`config.mk`:
```
export PLATFORM = sky130hd
export DESIGN_NAME = uart_tx
export DESIGN_NICKNAME = d
export VERILOG_FILES = /design/src/rtl/uart_pkg.sv /design/src/rtl/uart_baud_gen.sv /design/src/rtl/uart_tx.sv
export SDC_FILE = /design/constraint.sdc
export NUM_CORES = 1
export LEC_CHECK = 0
export ABC_AREA = 1
export CORE_MARGIN = 3
export CORE_UTILIZATION = 40
export DETAILED_ROUTE_END_ITERATION = 8
export PLACE_DENSITY = 0.64
export SLEW_MARGIN = 20
export SYNTH_ARGS = -nofsm -noshare
export SYNTH_HDL_FRONTEND = slang
export SYNTH_SLANG_ARGS = --single-unit
export TNS_END_PERCENT = 5
```
`constraint.sdc`:
```
create_clock -name clk -period 1.7 [get_ports clk]
set_input_delay 0.34 -clock clk [delete_from_list [all_inputs] [get_ports clk]]
set_output_delay 0.34 -clock clk [all_outputs]
set_load 0.02 [all_outputs]
```
`src/rtl/uart_pkg.sv`:
```
`default_nettype none
// ============================================================================
// Module      : uart_pkg
// Description : Shared types and framing constants for the UART block.
//               Optional macro UART_TX_PARITY_EN selects an 11-bit frame
//               with a parity bit; without it the frame is 10 bits.
// Revision    : 1.0 - initial release
// ============================================================================
package uart_pkg;

    typedef enum logic [2:0] {
        IDLE   = 3'd0,
        START  = 3'd1,
        DATA   = 3'd2,
        PARITY = 3'd3,
        STOP   = 3'd4
    } tx_state_t;

    localparam logic START_BIT  = 1'b0;
    localparam logic STOP_BIT   = 1'b1;
    localparam logic IDLE_LEVEL = 1'b1;
    localparam int   DATA_BITS  = 8;

`ifdef UART_TX_PARITY_EN
    localparam int   FRAME_BITS = 11;
`else
    localparam int   FRAME_BITS = 10;
`endif

endpackage
`default_nettype wire

```
`src/rtl/uart_baud_gen.sv`:
```
`default_nettype none
// ============================================================================
// Module      : uart_baud_gen
// Description : Bit-period counter. Counts 0..CLKS_PER_BIT-1 while enabled,
//               pulses bit_end on the last clock of each bit period and
//               bit_pre_end one clock earlier. Shared by TX and RX paths.
// Revision    : 1.0 - initial release
// ============================================================================
module uart_baud_gen
    import uart_pkg::*;
#(
    parameter int CLKS_PER_BIT = 87
) (
    input  logic clk,
    input  logic rst,
    input  logic clear,
    input  logic enable,
    output logic bit_end,
    output logic bit_pre_end
);

    localparam int c_cnt_w = (CLKS_PER_BIT > 1) ? $clog2(CLKS_PER_BIT) : 1;
    localparam logic [c_cnt_w-1:0] c_last = c_cnt_w'(CLKS_PER_BIT - 1);
    localparam logic [c_cnt_w-1:0] c_pre  = c_cnt_w'(CLKS_PER_BIT - 2);
    localparam logic [c_cnt_w-1:0] c_one  = c_cnt_w'(1);

    logic [c_cnt_w-1:0] r_cnt;

    assign bit_end     = enable && (r_cnt == c_last);
    assign bit_pre_end = enable && (r_cnt == c_pre);

    // Free-running bit-period counter; clear has priority so a new frame
    // always starts on a full bit period.
    always_ff @(posedge clk or posedge rst) begin
        if (rst) begin
            r_cnt <= '0;
        end else if (clear) begin
            r_cnt <= '0;
        end else if (enable) begin
            if (r_cnt == c_last) begin
                r_cnt <= '0;
            end else begin
                r_cnt <= r_cnt + c_one;
            end
        end
    end

endmodule
`default_nettype wire

```
`src/rtl/uart_tx.sv`:
```
`default_nettype none
// ============================================================================
// Module      : uart_tx
// Description : UART transmitter. Accepts a byte on a valid/ready handshake
//               and shifts out start, 8 data bits (LSB first), optional
//               parity and stop bit, each held CLKS_PER_BIT clocks.
//               Optional macro UART_TX_PARITY_EN enables the parity bit.
// Revision    : 1.0 - initial release
// ============================================================================
module uart_tx
    import uart_pkg::*;
#(
    parameter int CLKS_PER_BIT = 87,
    parameter bit PARITY_ODD   = 1'b0
) (
    input  logic       clk,
    input  logic       rst,
    input  logic [7:0] tx_data,
    input  logic       tx_valid,
    output logic       tx_ready,
    output logic       tx_serial,
    output logic       tx_busy,
    output logic       tx_done
);

    localparam logic [2:0] c_st_idle   = IDLE;
    localparam logic [2:0] c_st_start  = START;
    localparam logic [2:0] c_st_data   = DATA;
`ifdef UART_TX_PARITY_EN
    localparam logic [2:0] c_st_parity = PARITY;
`endif
    localparam logic [2:0] c_st_stop   = STOP;
    localparam logic [2:0] c_last_idx  = 3'(DATA_BITS - 1);

    logic [2:0]           r_state;
    logic [DATA_BITS-1:0] r_shift;
    logic [2:0]           r_idx;
    logic                 r_serial;
    logic                 r_busy;
    logic                 r_done;
    logic                 w_accept;
    logic                 w_bit_end;
    logic                 w_bit_pre_end;

`ifdef UART_TX_PARITY_EN
    logic                 r_parity;
`else
    logic                 w_unused_parity_odd;
    assign w_unused_parity_odd = PARITY_ODD;
`endif

    assign tx_ready  = (r_state == c_st_idle);
    assign w_accept  = tx_valid && tx_ready;
    assign tx_serial = r_serial;
    assign tx_busy   = r_busy;
    assign tx_done   = r_done;

    uart_baud_gen #(
        .CLKS_PER_BIT (CLKS_PER_BIT)
    ) u_baud (
        .clk         (clk),
        .rst         (rst),
        .clear       (w_accept),
        .enable      (r_state != c_st_idle),
        .bit_end     (w_bit_end),
        .bit_pre_end (w_bit_pre_end)
    );

    // Frame sequencer: the serial output is loaded one clock ahead so each
    // bit appears exactly on a bit-period boundary.
    always_ff @(posedge clk or posedge rst) begin
        if (rst) begin
            r_state  <= c_st_idle;
            r_shift  <= '0;
            r_idx    <= '0;
            r_serial <= IDLE_LEVEL;
            r_busy   <= 1'b0;
            r_done   <= 1'b0;
`ifdef UART_TX_PARITY_EN
            r_parity <= 1'b0;
`endif
        end else begin
            r_done <= 1'b0;
            case (r_state)
                c_st_idle: begin
                    if (w_accept) begin
                        r_state  <= c_st_start;
                        r_serial <= START_BIT;
                        r_busy   <= 1'b1;
                        r_shift  <= tx_data;
                        r_idx    <= '0;
`ifdef UART_TX_PARITY_EN
                        r_parity <= (^tx_data) ^ PARITY_ODD;
`endif
                    end
                end
                c_st_start: begin
                    if (w_bit_end) begin
                        r_state  <= c_st_data;
                        r_serial <= r_shift[0];
                        r_shift  <= {1'b0, r_shift[DATA_BITS-1:1]};
                    end
                end
                c_st_data: begin
                    if (w_bit_end) begin
                        if (r_idx == c_last_idx) begin
`ifdef UART_TX_PARITY_EN
                            r_state  <= c_st_parity;
                            r_serial <= r_parity;
`else
                            r_state  <= c_st_stop;
                            r_serial <= STOP_BIT;
`endif
                        end else begin
                            r_idx    <= r_idx + 3'd1;
                            r_serial <= r_shift[0];
                            r_shift  <= {1'b0, r_shift[DATA_BITS-1:1]};
                        end
                    end
                end
`ifdef UART_TX_PARITY_EN
                c_st_parity: begin
                    if (w_bit_end) begin
                        r_state  <= c_st_stop;
                        r_serial <= STOP_BIT;
                    end
                end
`endif
                c_st_stop: begin
                    // Registered pulse lands on the final stop-bit clock.
                    if (w_bit_pre_end) begin
                        r_done <= 1'b1;
                    end
                    if (w_bit_end) begin
                        r_state  <= c_st_idle;
                        r_serial <= IDLE_LEVEL;
                        r_busy   <= 1'b0;
                    end
                end
                default: begin
                    r_state  <= c_st_idle;
                    r_serial <= IDLE_LEVEL;
                    r_busy   <= 1'b0;
                end
            endcase
        end
    end

endmodule
`default_nettype wire

```
# Word-level counts from Yosys, hierarchy flattened

Cells that the tools add are included.

Muxes and demuxes: 29
Reductions and logical operators: 14
Add/subtract/negate cells: 2
Bitwise logic cells: 1
Eq/ne operators: 12

Operators by type and width:

| kind                  | count |
|---|---|
| $mux W8               | 4 |
| $mux W3               | 8 |
| $pmux W8 S3           | 1 |
| $mux W7               | 3 |
| $eq A7 B7 Y1 const B  | 2 |
| $pmux W3 S4           | 1 |
| $reduce_and A5 Y1     | 2 |
| $mux W1               | 9 |
| $ne A2 B1 Y1 const B  | 4 |
| $reduce_and A4 Y1     | 2 |
| $add A7 B1 Y7 const B | 1 |
| $eq A3 B3 Y1 const B  | 2 |
| $pmux W3 S2           | 1 |
| $reduce_bool A3 Y1    | 2 |
| $ne A2 B2 Y1 const B  | 2 |
| $pmux W1 S4           | 1 |
| $reduce_bool A2 Y1    | 2 |
| $add A3 B1 Y3 const B | 1 |
| $eq A3 B1 Y1 const B  | 1 |
| $eq A3 B2 Y1 const B  | 1 |
| $logic_and A1 B1 Y1   | 3 |
| $logic_not A3 Y1      | 1 |
| $pmux W1 S3           | 1 |
| $reduce_and A3 Y1     | 1 |
| 2 further kinds       | 2 |

Input port bits: 11
Logic and storage cells: 65
Output and inout bits: 4
Bits in registers: 24

# Logic depth before layout (Yosys ltp)

Gate-level depths: netlist (run 1).

Depth in word-level cells: 4
Mapped depth: 9
Gate-level depth less buffers: 9

# Cells and area by module

Synthesis (run 1) repeated with hierarchy kept, for this count alone.

Cell total of the unflattened synthesis: 199
Area total of the unflattened synthesis: 1566.5 sq um

Modules (own cells, without submodules):

| module        | instances | seq. area each (sq um) | area each (sq um) | cells an instance |
|---|---|---|---|---|
| uart_tx       | 1         | 426.7                  | 1069.8            | 129 |
| uart_baud_gen | 1         | 175.2                  | 496.7             | 70 |

# Least setup slack after synthesis (run 1)

OpenSTA, ideal clock, no wires.

Kind: register -> register
Start: register u_baud.r_cnt[0]
End: register r_idx[0]
Arrival time: 1.327 ns
Setup time: 0.117 ns
Buffers on the path: 0
Stages on the path, launching flop included: 10
Required time: 1.583 ns
Path slack: 0.256 ns
Period minus slack after synthesis: 1.444 ns
Path through: dfrtp_1 inv_1 ha_1 nand3_2 nor2_4 nor2_2 nor2_8 nand2_4 nand2_1 o21ai_2

Longest elaborated chain between the ends: 4

Ends and longest elaborated chain:

| element                            | RTL line            | source |
|---|---|---|
| from (decl)                        | uart_baud_gen.sv:27 | `logic [c_cnt_w-1:0] r_cnt;` |
| from (signal assigned)             | uart_baud_gen.sv:43 | `r_cnt <= r_cnt + c_one;` |
| $eq A7 B7 Y1                       | uart_baud_gen.sv:29 | `assign bit_end = enable && (r_cnt == c_last);` |
| $logic_and A1 B1 Y1                | uart_baud_gen.sv:29 |  |
| $ne A2 B1 Y1 (no source line)      | -                   |  |
| $reduce_and A4 Y1 (no source line) | -                   |  |
| to (signal assigned)               | uart_tx.sv:115      | `r_idx <= r_idx + 3'd1;` |
| to (decl)                          | uart_tx.sv:37       | `logic [2:0] r_idx;` |

Every way passes these cells.
A chain may end at the register's enable or synchronous reset.

# Worst setup path in the final report (run 1)

Start: register r_busy, in the netlist tx_busy
End: output port tx_busy

RTL lines:

| element                | RTL line       | source |
|---|---|---|
| from (decl)            | uart_tx.sv:39  | `logic r_busy;` |
| from (signal assigned) | uart_tx.sv:77  | `r_busy <= 1'b0;` |
| from (signal assigned) | uart_tx.sv:89  | `r_busy <= 1'b1;` |
| from (signal assigned) | uart_tx.sv:137 | `r_busy <= 1'b0;` |
| to (decl)              | uart_tx.sv:22  | `output logic tx_busy,` |

No word-level cell between the ends.

==> reports/qor.yml, run 1 <==
outcome: "complete, no violations"
yosys_warnings: 0
power_switching_mw: 1.316
grt_max_degree: 25
final_common_cell: "nand2_1"
gp_congestion: 0.8490
netSwitchingFraction_pct: 45.74
min_period_ns: 1.643
seq_area_frac_synth_pct: 43.26
cts_root_buffer: "clkbuf_4"
antenna_found_initial: 0
setup_viol: 0
hp-class: "input port to asynchronous set/reset pin"
cts_sinks: 24
pre_cts_ws_ns: 0.08586
synth.avg_cell_area_sq_um: 8.484
leakagePower_nw: 0.8344
tns_ns: 0
die_h_um: 64.98
muxShareOfSynthArea_pct: 0
rsz0062_at_grt: "true"
tightest_slew_ns: 0.3220
via_per_inst: 4.835
end_kind: "output port"
cp.arrival_ns: 1.30
worstSetupPathType: "register to output port"
io_pins: 15
regToRegSetupSlack_ns: 0.09
cts_buffers: 3
clkPwrFrac_pct: 10.4
clkTransAtPathRegs_ns: 0.13
clk_latency_ns: 0.32
grtUsageTotal_pct: 14.65
postCtsHoldBufs: 0
ys_ff_latch: 24
p_total_mw: 2.878
antennaDiodeCount: 0
drv_cap: 0
p_seq_share_pct: 31.6
relSlewSlack_pct: 78.37
die_w_um: 64.98
crit_family: "buffers and inverters"
fin_ws_ns: 0.05661
firstDrtPassIters: 4
grt_pass1_wl_mm: 4.809
synth_cell_types: 27
fmax_ghz: 0.6085
peakVddDrop_mv: 0.7590
wl_mm: 2.782
pwr-share-comb_pct: 58.0
worst-path-max-fanout: 2
worstSetupStartpointType: "register"
powerDensity_mw_per_mm2: 1679
area_growth_pct: 23.20
crit_required_ns: 1.36
drcViolationCount: 0
nNetsFinal: 209
synthSimpleGateAreaFrac_pct: 37.77
path_cells: "clkdlybuf4s50_1"
clock_skew_ns: 0.004446
portBuffers: 14
cts_max_path_buffers: 2
synth_top_family_by_area: "simple AND/OR/NAND/NOR gates"
synth_xor_area_share_pct: 3.147
finalCritPeriodShare_pct: 96.67
hpwl_mm: 2.153
cp_slowest_cell: "clkdlybuf4s50_1"
drive_gt1_share_pct: 22.40
grt-ovfl-total: 0
synth_nets: 180
vias: 1141
critPathBufInv: 1
wl_per_cell_um: 11.79
core_sq_mm: 0.003178
synthAdderAreaFrac_pct: 4.496
grt_pass1_vias: 1140
drt-initial-drc-count: 55
slew_viol_final: 0
dieArea_sq_mm: 0.004222
synth-compound-area-share_pct: 7.284
synthCells: 164
cts_tree: "done"
start_util_pct: 43.78
ant_nets: 0
htreeDepth: 1
max_stage_delay_ns: 0.61
row_count: 20
power.internal_mw: 1.561
layout_common_cells: "nand2_1, dfrtp_1, clkdlybuf4s50_1, inv_1, nand3_1"
syn_area_sq_mm: 0.001391
hold_violations: 0
## power by group through the flow
stage	registers [mW]	clock network, mW	logic, mW
6_report	0.909	0.300	1.67
5_1_grt	0.935	0.327	1.87
4_1_cts	0.905	0.316	1.58
3_5_place_dp	0.918	0	1.59
3_3_place_gp	0.907	0	1.57
2_1_floorplan	0.932	0	1.14
## cell type report
class	count	area [sq um]
Fill cell	319	1464
Multi-Input combinational cell	125	743.2
Sequential cell	24	601.8
Timing Repair Buffer	24	221.5
Inverter	15	56.30
Tap cell	44	55.05
Clock buffer	4	36.28
## path summary, 6_finish.rpt
| kind | from | to | cells after the start |
|---|---|---|---|
| max | tx_busy | tx_busy | 1 |
| min | rst | tx_done | 3 |
| max reg2reg | u_baud.r_cnt[0] | r_shift[3] | 9 |
| min reg2reg | tx_serial | tx_serial | 2 |
| max in group asynchronous | rst | tx_serial | 3 |
| min in group clk | tx_serial | tx_serial | 2 |
## metrics by stage
stage | utilization (%) | instance area [sq um] | hold WS, ns | instances
final | 53.94 | 1714 | 0.3462 | 236
after global placement | 51.10 | 1624 | 0.4587 | 227
after floorplan | - | 1391 | 0.3539 | 164
after CTS | 52.20 | 1659 | 0.3430 | 231
after global routing | 53.94 | 1714 | 0.3992 | 236
after detailed placement | 51.10 | 1624 | 0.4607 | 227
## logic make-up (layout without fill, tap and decap cells)
kind of cell / Yosys count / in the layout
and+or+nand+nor: 98 / 98
DFF: 24 / 24
AOI/OAI and AO/OA: 17 / 17
buffers and inverters: 15 / 43
adders and majority gates: 5 / 5
xor gates and xnor gates: 5 / 5
## Yosys cell counts
library cell	count	area share, %
nand3_2	2	1.4
nand2_1	58	16
nand3_4	1	1.3
or2_2	1	0.45
nor2_1	6	1.6
xor2_1	3	1.9
nand3b_1	1	0.54
nor2_2	3	1.3
nor3b_1	1	0.54
dfrtp_1	23	41
nor3_1	2	0.72
nand4_1	1	0.45
o21ai_2	3	1.9
dfstp_2	1	1.9
o21ai_1	6	2.2
o21ai_0	3	1.1
nand3_1	11	4.0
ha_1	5	4.5
nor2_4	4	3.2
xnor2_1	2	1.3
nand2_4	4	3.2
nor2_8	2	2.9
nand2_2	1	0.45
inv_1	12	3.2
a21oi_1	1	0.36
inv_2	3	0.81
o22ai_1	4	1.8
## state kept, by name, indices dropped and copies added (netlist names)
name,count
r_shift,8
u_baud.r_cnt,7
r_idx,3
r_state,3
tx_busy,1
tx_done,1
tx_serial,1
## timing repair
| action | in CTS | in global routing |
|---|---|---|
| setup buffers | 0 | 5 |
| pin swaps | 0 | 4 |
| gates resized for setup | 3 | 5 |
| setup endpoints to repair | 2 | 12 |
## metal layers
layer | routed length (um) | global-route usage, % | part of all wire, %
met3 | 136 | 4.506 | 4.9
met2 | 1483 | 28.22 | 53
met1 | 1136 | 15.02 | 41
met5 | 0 | 0 | 0
met4 | 25 | 3.958 | 0.90
## worst register-to-register path, delay by kind of cell (launching register included)
kind / cells / cell delay [ns]
flops: 1 / 0.45
fa+ha+maj: 1 / 0.18
simple gates: 6 / 0.72
buf+inv: 2 / 0.22
Power figures use the tool's default switching activity.
==> inputs of run 2 (changes only) <==
==> constraint.sdc (replaced) <==
create_clock -name clk -period 1.77 [get_ports clk]
set_input_delay 0.354 -clock clk [delete_from_list [all_inputs] [get_ports clk]]
set_output_delay 0.354 -clock clk [all_outputs]
set_load 0.02 [all_outputs]
==> reports/qor.yml, run 2 (synthesis gave the netlist of run 1 again) <==
io_pins: 15  # unchanged
grt_max_degree: 25  # unchanged
cts_buffers: 3  # unchanged
worst-path-max-fanout: 2  # unchanged
powerDensity_mw_per_mm2: 1655  # -1.4%
antenna_found_initial: 0  # unchanged
layout_common_cells: "nand2_1, dfrtp_1, inv_1, clkdlybuf4s50_1, nand3_1"
ant_nets: 0  # unchanged
critPathBufInv: 1  # unchanged
hold_violations: 0  # unchanged
reg2reg_depth: 9  # unchanged
die_w_um: 64.98  # unchanged
slew_viol_final: 0  # unchanged
gp_congestion: 0.8676  # +2.2%
largest_register: "r_shift"
max_stage_delay_ns: 0.61  # about the same
crit_required_ns: 1.42  # +0.06 ns
drcViolationCount: 0  # unchanged
reg_top3: "r_shift: 8 flops, u_baud.r_cnt: 7 flops"
start_util_pct: 43.78  # unchanged
relSlewSlack_pct: 79.07  # +0.70 points
firstDrtPassIters: 4  # unchanged
core_sq_mm: 0.003178  # unchanged
setup_viol: 0  # unchanged
largest_reg_flops: 8  # unchanged
peakVddDrop_mv: 0.6205  # -18%
leakagePower_nw: 0.8028  # -3.8%
worstSetupPathType: "register to output port"
grtUsageTotal_pct: 15.22  # +0.57 points
hp-class: "input port to asynchronous set/reset pin"
min_period_ns: 1.648
cts_resized: 2  # -1
final_util_pct: 52.09  # -1.9 points
postCtsHoldBufs: 0  # unchanged
hold_ws_ns: 0.3598  # +0.01355 ns
portBuffers: 14  # unchanged
worstSetupStartpointType: "register"
finalCritPeriodShare_pct: 93.11
path_depth: 1  # unchanged
crit_family: "buffers and inverters"
via_per_inst: 4.921  # +1.8%
end_kind: "output port"
cts_root_buffer: "clkbuf_4"
hpwl_mm: 2.200  # +2.2%
row_count: 20  # unchanged
area_growth_pct: 18.98
cts_sinks: 24  # unchanged
final_common_cell: "nand2_1"
clk_latency_ns: 0.32  # about the same
nFillCells: 321  # +0.63%
grt_pass1_vias: 1170  # +2.6%
wl_per_cell_um: 12.31  # +4.4%
nNetsFinal: 202  # -3.3%
path_cells: "clkdlybuf4s50_1"
tns_ns: 0  # unchanged
cp.arrival_ns: 1.29  # about the same
antennaDiodeCount: 0  # unchanged
htreeDepth: 1  # unchanged
cts_tree: "done"
cts_max_path_buffers: 2  # unchanged
drive_gt1_share_pct: 17.84  # -4.6 points
vias: 1127  # -1.2%
clock_skew_ns: 0.008280  # +0.003834 ns
dieArea_sq_mm: 0.004222  # unchanged
drt-initial-drc-count: 47  # -15%
cts_setup_buffers: 0  # unchanged
grt_pass1_wl_mm: 4.974  # +3.4%
grt-ovfl-total: 0  # unchanged
clkTransAtPathRegs_ns: 0.13  # about the same
tightest_slew_ns: 0.3116  # -0.01041 ns
drv_cap: 0  # unchanged
cp_slowest_cell: "clkdlybuf4s50_1"
rsz0062_at_grt: "true"
wl_mm: 2.818  # +1.3%
outcome: "complete, no violations"
die_h_um: 64.98  # unchanged
fmax_ghz: 0.6068
## run 2: final timing paths
| check | start | endpoint | slack [ns] |
|---|---|---|---|
| max | tx_busy | tx_busy | 0.12 |
| min | rst | u_baud.r_cnt[3] | 0.36 |
| max reg2reg | u_baud.r_cnt[0] | r_shift[3] | 0.13 |
| min reg2reg | tx_serial | tx_serial | 0.48 |
| max in group asynchronous | rst | tx_serial | 1.12 |
| min in group clk | tx_serial | tx_serial | 0.48 |
## run 2: metal layers
metal | vias up | track usage (%) | part of all wire, %
li1 | 565 | - | -
met1 | 540 | 16.16 | 41
met2 | 15 | 28.22 | 53
met3 | 7 | 2.773 | 3.2
met4 | 0 | 7.916 | 2.8
met5 | - | 0 | 0
## run 2: layout make-up
cell class | count | area [sq um] | area share [%]
Clock buffer | 3 | 22.52 | 1.361
Multi-Input combinational cell | 125 | 733.2 | 44.29
Sequential cell | 24 | 601.8 | 36.36
Timing Repair Buffer | 17 | 156.4 | 9.448
Inverter | 15 | 56.30 | 3.401
Tap cell | 44 | 55.05 | 3.326
Clock inverter | 1 | 30.03 | 1.814
## run 2: through the flow
step | setup slack [ns] | area, sq um | std cells | power (mW)
after floorplan | 0.3259 | 1391 | 164 | 1.989
final | 0.1220 | 1655 | 229 | 2.739
after global routing | -0.01015 | 1655 | 229 | 2.992
after detailed placement | 0.1112 | 1609 | 225 | 2.387
after CTS | 0.002596 | 1659 | 229 | 2.785
after global placement | 0.1355 | 1609 | 225 | 2.341
## run 2: power breakdown
group          switching (mW)  internal (mW)
registers               0.136          0.739
clock network           0.168          0.229
logic                   0.947          0.520
